[src/rtl/exec_stage.sv]
// Two-slot execute stage: EX slot drives the ALU, RES slot holds its result.
// Forwards from both slots into issuing operands and resolves branch-on-zero.
`timescale 1ns/1ps
module exec_stage #(
  parameter int WORD_SIZE = 64
) (
  input  logic                 clk,
  input  logic                 rst_n,
  input  logic                 in_valid,
  output logic                 in_ready,
  input  logic [3:0]           in_op,
  input  logic [WORD_SIZE-1:0] in_a,
  input  logic [WORD_SIZE-1:0] in_b,
  input  logic [WORD_SIZE-1:0] in_imm,
  input  logic                 in_use_imm,
  input  logic [4:0]           in_rs1,
  input  logic [4:0]           in_rs2,
  input  logic [4:0]           in_rd,
  input  logic                 in_wb_en,
  input  logic                 in_branch,
  output logic [WORD_SIZE-1:0] alu_a,
  output logic [WORD_SIZE-1:0] alu_b,
  output logic [3:0]           alu_op,
  input  logic [WORD_SIZE-1:0] alu_out,
  input  logic                 alu_zero,
  output logic                 out_valid,
  input  logic                 out_ready,
  output logic [WORD_SIZE-1:0] out_result,
  output logic [4:0]           out_rd,
  output logic                 out_wb_en,
  output logic                 out_taken,
  output logic                 out_illegal
);

  typedef struct packed {
    logic [3:0]           op;
    logic [WORD_SIZE-1:0] a;
    logic [WORD_SIZE-1:0] b;
    logic [4:0]           rd;
    logic                 wb;
    logic                 br;
    logic                 ill;
  } ex_t;

  typedef struct packed {
    logic [WORD_SIZE-1:0] res;
    logic [4:0]           rd;
    logic                 wb;
    logic                 taken;
    logic                 ill;
  } res_t;

  logic ex_valid_q, ex_valid_d;
  logic res_valid_q, res_valid_d;
  ex_t  ex_q, ex_d;
  res_t res_q, res_d;

  logic res_free, ex_adv, accept;
  logic ex_fwd_ok, res_fwd_ok;
  logic [WORD_SIZE-1:0] opa, opb;

  assign res_free = !res_valid_q || out_ready;
  assign ex_adv   = ex_valid_q && res_free;
  assign in_ready = !ex_valid_q || ex_adv;
  assign accept   = in_valid && in_ready;

  // Illegal producers carry wb=0 in RES, so only EX needs the explicit guard
  assign ex_fwd_ok  = ex_valid_q && ex_q.wb && !ex_q.ill;
  assign res_fwd_ok = res_valid_q && res_q.wb;

  always_comb begin
    opa = in_a;
    if (in_rs1 != 5'd0 && ex_fwd_ok && ex_q.rd == in_rs1) begin
      opa = alu_out;
    end else if (in_rs1 != 5'd0 && res_fwd_ok && res_q.rd == in_rs1) begin
      opa = res_q.res;
    end
  end

  always_comb begin
    opb = in_b;
    if (in_use_imm) begin
      opb = in_imm;
    end else if (in_rs2 != 5'd0 && ex_fwd_ok && ex_q.rd == in_rs2) begin
      opb = alu_out;
    end else if (in_rs2 != 5'd0 && res_fwd_ok && res_q.rd == in_rs2) begin
      opb = res_q.res;
    end
  end

  always_comb begin
    ex_valid_d = ex_valid_q;
    ex_d       = ex_q;
    if (accept) begin
      ex_valid_d = 1'b1;
      ex_d.op    = in_op;
      ex_d.a     = opa;
      ex_d.b     = opb;
      ex_d.rd    = in_rd;
      ex_d.wb    = in_wb_en;
      ex_d.br    = in_branch;
      ex_d.ill   = (in_op > 4'd10);
    end else if (ex_adv) begin
      ex_valid_d = 1'b0;
    end
  end

  always_comb begin
    res_valid_d = res_valid_q;
    res_d       = res_q;
    if (ex_adv) begin
      res_valid_d = 1'b1;
      res_d.res   = ex_q.ill ? '0 : alu_out;
      res_d.rd    = ex_q.rd;
      res_d.wb    = ex_q.wb && !ex_q.ill;
      res_d.taken = ex_q.br && alu_zero && !ex_q.ill;
      res_d.ill   = ex_q.ill;
    end else if (out_ready) begin
      res_valid_d = 1'b0;
    end
  end

  always_ff @(posedge clk or negedge rst_n) begin
    if (!rst_n) begin
      ex_valid_q  <= 1'b0;
      res_valid_q <= 1'b0;
      ex_q        <= '0;
      res_q       <= '0;
    end else begin
      ex_valid_q  <= ex_valid_d;
      res_valid_q <= res_valid_d;
      ex_q        <= ex_d;
      res_q       <= res_d;
    end
  end

  assign alu_a  = ex_q.a;
  assign alu_b  = ex_q.b;
  assign alu_op = ex_q.ill ? 4'd0 : ex_q.op;

  assign out_valid   = res_valid_q;
  assign out_result  = res_q.res;
  assign out_rd      = res_q.rd;
  assign out_wb_en   = res_q.wb;
  assign out_taken   = res_q.taken;
  assign out_illegal = res_q.ill;

endmodule

[config.mk]
export PLATFORM = sky130hd
export DESIGN_NAME = exec_stage
export DESIGN_NICKNAME = d
export VERILOG_FILES = /design/src/rtl/exec_stage.sv
export SDC_FILE = /design/constraint.sdc
export NUM_CORES = 1
export LEC_CHECK = 0
export ABC_CLOCK_PERIOD_IN_PS = 2100
export CAP_MARGIN = 20
export CORE_MARGIN = 2
export CORE_UTILIZATION = 29
export CTS_CLUSTER_DIAMETER = 120
export DETAILED_ROUTE_END_ITERATION = 16
export PLACE_DENSITY_LB_ADDON = 0.12
export SETUP_SLACK_MARGIN = 0.05
export SLEW_MARGIN = 5
export SYNTH_ARGS = -nofsm -noshare
export SYNTH_HDL_FRONTEND = slang
export SYNTH_SLANG_ARGS = --single-unit
[constraint.sdc]
create_clock -name clk -period 2.1 [get_ports clk]
set_input_delay 0.42 -clock clk [delete_from_list [all_inputs] [get_ports clk]]
set_output_delay 0.42 -clock clk [all_outputs]
set_load 0.05 [all_outputs]
==> impl_metrics.csv <==
group,metric,value,unit
timing,rsz0062_at_grt,"yes",
clocking,h-tree-depth,1,
global_route,grtUsageMet3,5.89,%
floorplan,dieWidth,211,microns
cells_and_area,final_common_cell,"clkdlybuf4s50_1",
synth,yosys.cell_types.count,43,
timing,period_share,99.7,%
timing,finalSetupViolations,0,
clocking,cts_tree,"built",
global_route,met2_usage,40.1,%
synth,ys_seq_area_share,43.0,%
cells_and_area,layout.nets,2028,
global_route,grt_use_met1,30.2,%
timing,finalCriticalPeriod,2.09,ns
clocking,clk_pin_slew,0.06,ns
setup_path,critPathRequiredTime,2.54,ns
clocking,cts_buffers,28,
synth,yosys_warnings,0,
cells_and_area,drive_above_1_share,19.5,%
floorplan,num_io_pins,489,
timing,finalSetupTns,0,ns
run,cap_viol_max_count,0,
place,dp.final_hpwl,38500,microns
floorplan,start_util,29.5,%
synth,synth_top_area_share,43.0,%
cells_and_area,multi_input_area,5900,sq um
drt,ant_nets,0,
timing,relSlewSlack,45.8,%
global_route,grt_first_pass_wirelength,79700,microns
floorplan,fp.coreArea,42200,sq um
timing,drv_slew,0,
synth,yosys.area.top_type,"dfrtp_1",
global_route,grt_pass1_vias,12138,
drt,via_per_inst,5.08,
cells_and_area,nFillCells,4110,
cells_and_area,final_cells,2313,
outcome,status,"complete, no violations",
synth,syn_inst,1328,
drt,firstDrtPassIters,5,
drt,drt-initial-drc-count,597,
floorplan,die_y,211,microns
setup_path,crit_type,"reg2reg",
global_route,grt_usage,23.7,%
power_and_ir_drop,p_leak,8.31,nW
timing,max_freq,478,MHz
setup_path,cp-start-kind,"flop",
synth,avgSynthCellArea,9.38,sq um
drt,via_count,11740,
cells_and_area,area_growth,55.5,%
global_route,busiest_layer,"met2",
power_and_ir_drop,p_per_area,854,nW/um^2
floorplan,rows,75,
timing,clock_skew,0.0357,ns
synth,synthFlopType,"dfrtp_1",
clocking,worstSkewPairLatency,0.57,ns
clocking,cts_sinks,214,
timing,worst_slew_pin_slew,0.813,ns
power_and_ir_drop,vdd_ir_drop_max,0.516,mV
power_and_ir_drop,power,16.5,mW
drt,wl_per_cell,24.1,microns
place,io_buffers,488,
setup_path,end_kind,"flop",
drt,drcViolationCount,0,
global_route,antenna_found_initial,7,
setup_path,worstPathArrival,2.54,ns
cells_and_area,final_util,45.9,%
clocking,clockBufferDepth,3,
clocking,cts_root_buf,"clkbuf_16",
floorplan,dieArea,44600,sq um
global_route,grt_overflow,0,
setup_path,critPathMaxFanout,5,
place,dp_cells,2226,
cells_and_area,layout.area.seq,5370,sq um
timing,hold_viol_final,0,
synth,synthArstFlopShare,100,%
drt,routed_wl,55700,microns
worst_hold_path,hold_path_class,"in2async",
synth,synthTopCellsByArea,"dfrtp_1, buf_4, o21ai_0",
global_route,grt_max_degree,73,
synth,netlist_area,12500,sq um
place,routabilityCongestion,0.793,
cells_and_area,final_cell_mix,"clkdlybuf4s50_1, dfrtp_1, nand2_1, dlygate4sd2_1, o21ai_0",
synth,yosys_register_bits,214,
synth,synth_nets,1611,
synth,synth_edf_count,0,
[synth_stat cells (4+ instances only)]
| cell type | count |
|---|---|
| clkbuf_1 | 70 |
| dfrtp_1 | 214 |
| a21oi_1 | 64 |
| a211oi_2 | 50 |
| o21ai_0 | 132 |
| a211oi_1 | 5 |
| mux2i_1 | 64 |
| buf_2 | 15 |
| or3_1 | 65 |
| mux2_2 | 6 |
| buf_6 | 12 |
| nand2b_1 | 68 |
| buf_4 | 141 |
| xnor2_1 | 15 |
| nand2_1 | 171 |
| and3_1 | 59 |
| buf_1 | 4 |
| o21ai_1 | 61 |
| nor2b_1 | 4 |
| o221ai_1 | 64 |
| a221oi_1 | 9 |
| and3_2 | 5 |
| xor2_1 | 5 |
[through the flow]
stage	worst slack [ns]	area [sq um]	hold WS, ns
6_report	0.00592	19400	0.403
3_3_place_gp	-0.672	17900	0.383
3_5_place_dp	-0.784	17900	0.387
2_1_floorplan	-0.180	12500	0.124
5_1_grt	-0.101	19400	0.390
4_1_cts	0.0378	18800	0.372
[kinds of logic after synthesis]
kind of cell / share of synthesized area, %
AO/OA/AOI/OAI: 21.1
multiplexers: 5.68
flip-flops: 43.0
buffers and inverters: 12.4
AND/OR/NAND/NOR: 16.4
XOR/XNOR: 1.41
[path summary, 6_finish.rpt]
path	cells past startpoint	slack, ns	endpoint	start
worst max-delay path	8	0.006	alu_b[1]	out_rd[3]
worst min-delay path	2	0.40	alu_b[35]	rst_n
worst max register to register	8	0.006	alu_b[1]	out_rd[3]
worst min register to register	2	0.47	ex_q[137]	ex_q[137]
max in group asynchronous	4	1.04	alu_b[34]	rst_n
min in group clk	3	0.40	ex_q[2]	in_wb_en
[layer usage]
| layer | up-vias | part of all wire (%) |
|---|---|---|
| li1 | 5463 | - |
| met4 | 4 | 2.4 |
| met5 | - | 0.063 |
| met1 | 5778 | 42 |
| met2 | 419 | 48 |
| met3 | 76 | 7.0 |
[flip-flops by register name (all words and copies together) (netlist names)]
signal	flops
alu_a	64
alu_b	64
ex_q	12
ex_valid_q	1
out_illegal	1
out_rd	5
out_result	64
out_taken	1
out_valid	1
out_wb_en	1
[report_power, final]
| part | internal [mW] | leakage [nW] | switching [mW] | total [mW] |
|---|---|---|---|---|
| Clock | 2.85 | 0.464 | 1.98 | 4.83 |
| Combinational | 2.24 | 5.28 | 4.11 | 6.35 |
| Sequential | 4.79 | 2.56 | 0.582 | 5.37 |
| Total | 9.88 | 8.31 | 6.67 | 16.5 |
[cell type report]
type / instances / area share [%]
Tap cell: 539 / 3.48
Timing Repair Buffer: 629 / 33.5
Inverter: 1 / 0.0194
Multi-Input combinational cell: 871 / 30.4
Clock buffer: 40 / 4.26
Antenna cell: 7 / 0.0904
Clock inverter: 12 / 0.530
Sequential cell: 214 / 27.7
[timing repair]
item                                    in CTS  in global routing
endpoints found under the setup margin     298                124
pin swaps                                    5                119
gates resized for setup                    209                 57
hold buffers                                 1                  0
cloned                                       2                  7
hold endpoints to repair                    40                  0
setup buffers                                8                 12
[critical path, stage by stage, from the launching register on]
cell and delay, ns:
dfrtp_2 0.42, xnor2_1 0.15, nand4_1 0.22, nor4b_4 0.40, buf_6 0.18, buf_12 0.16
buf_8 0.14, mux2i_4 0.25, a21oi_2 0.07
No activity file was read; power rests on OpenSTA's default activity.
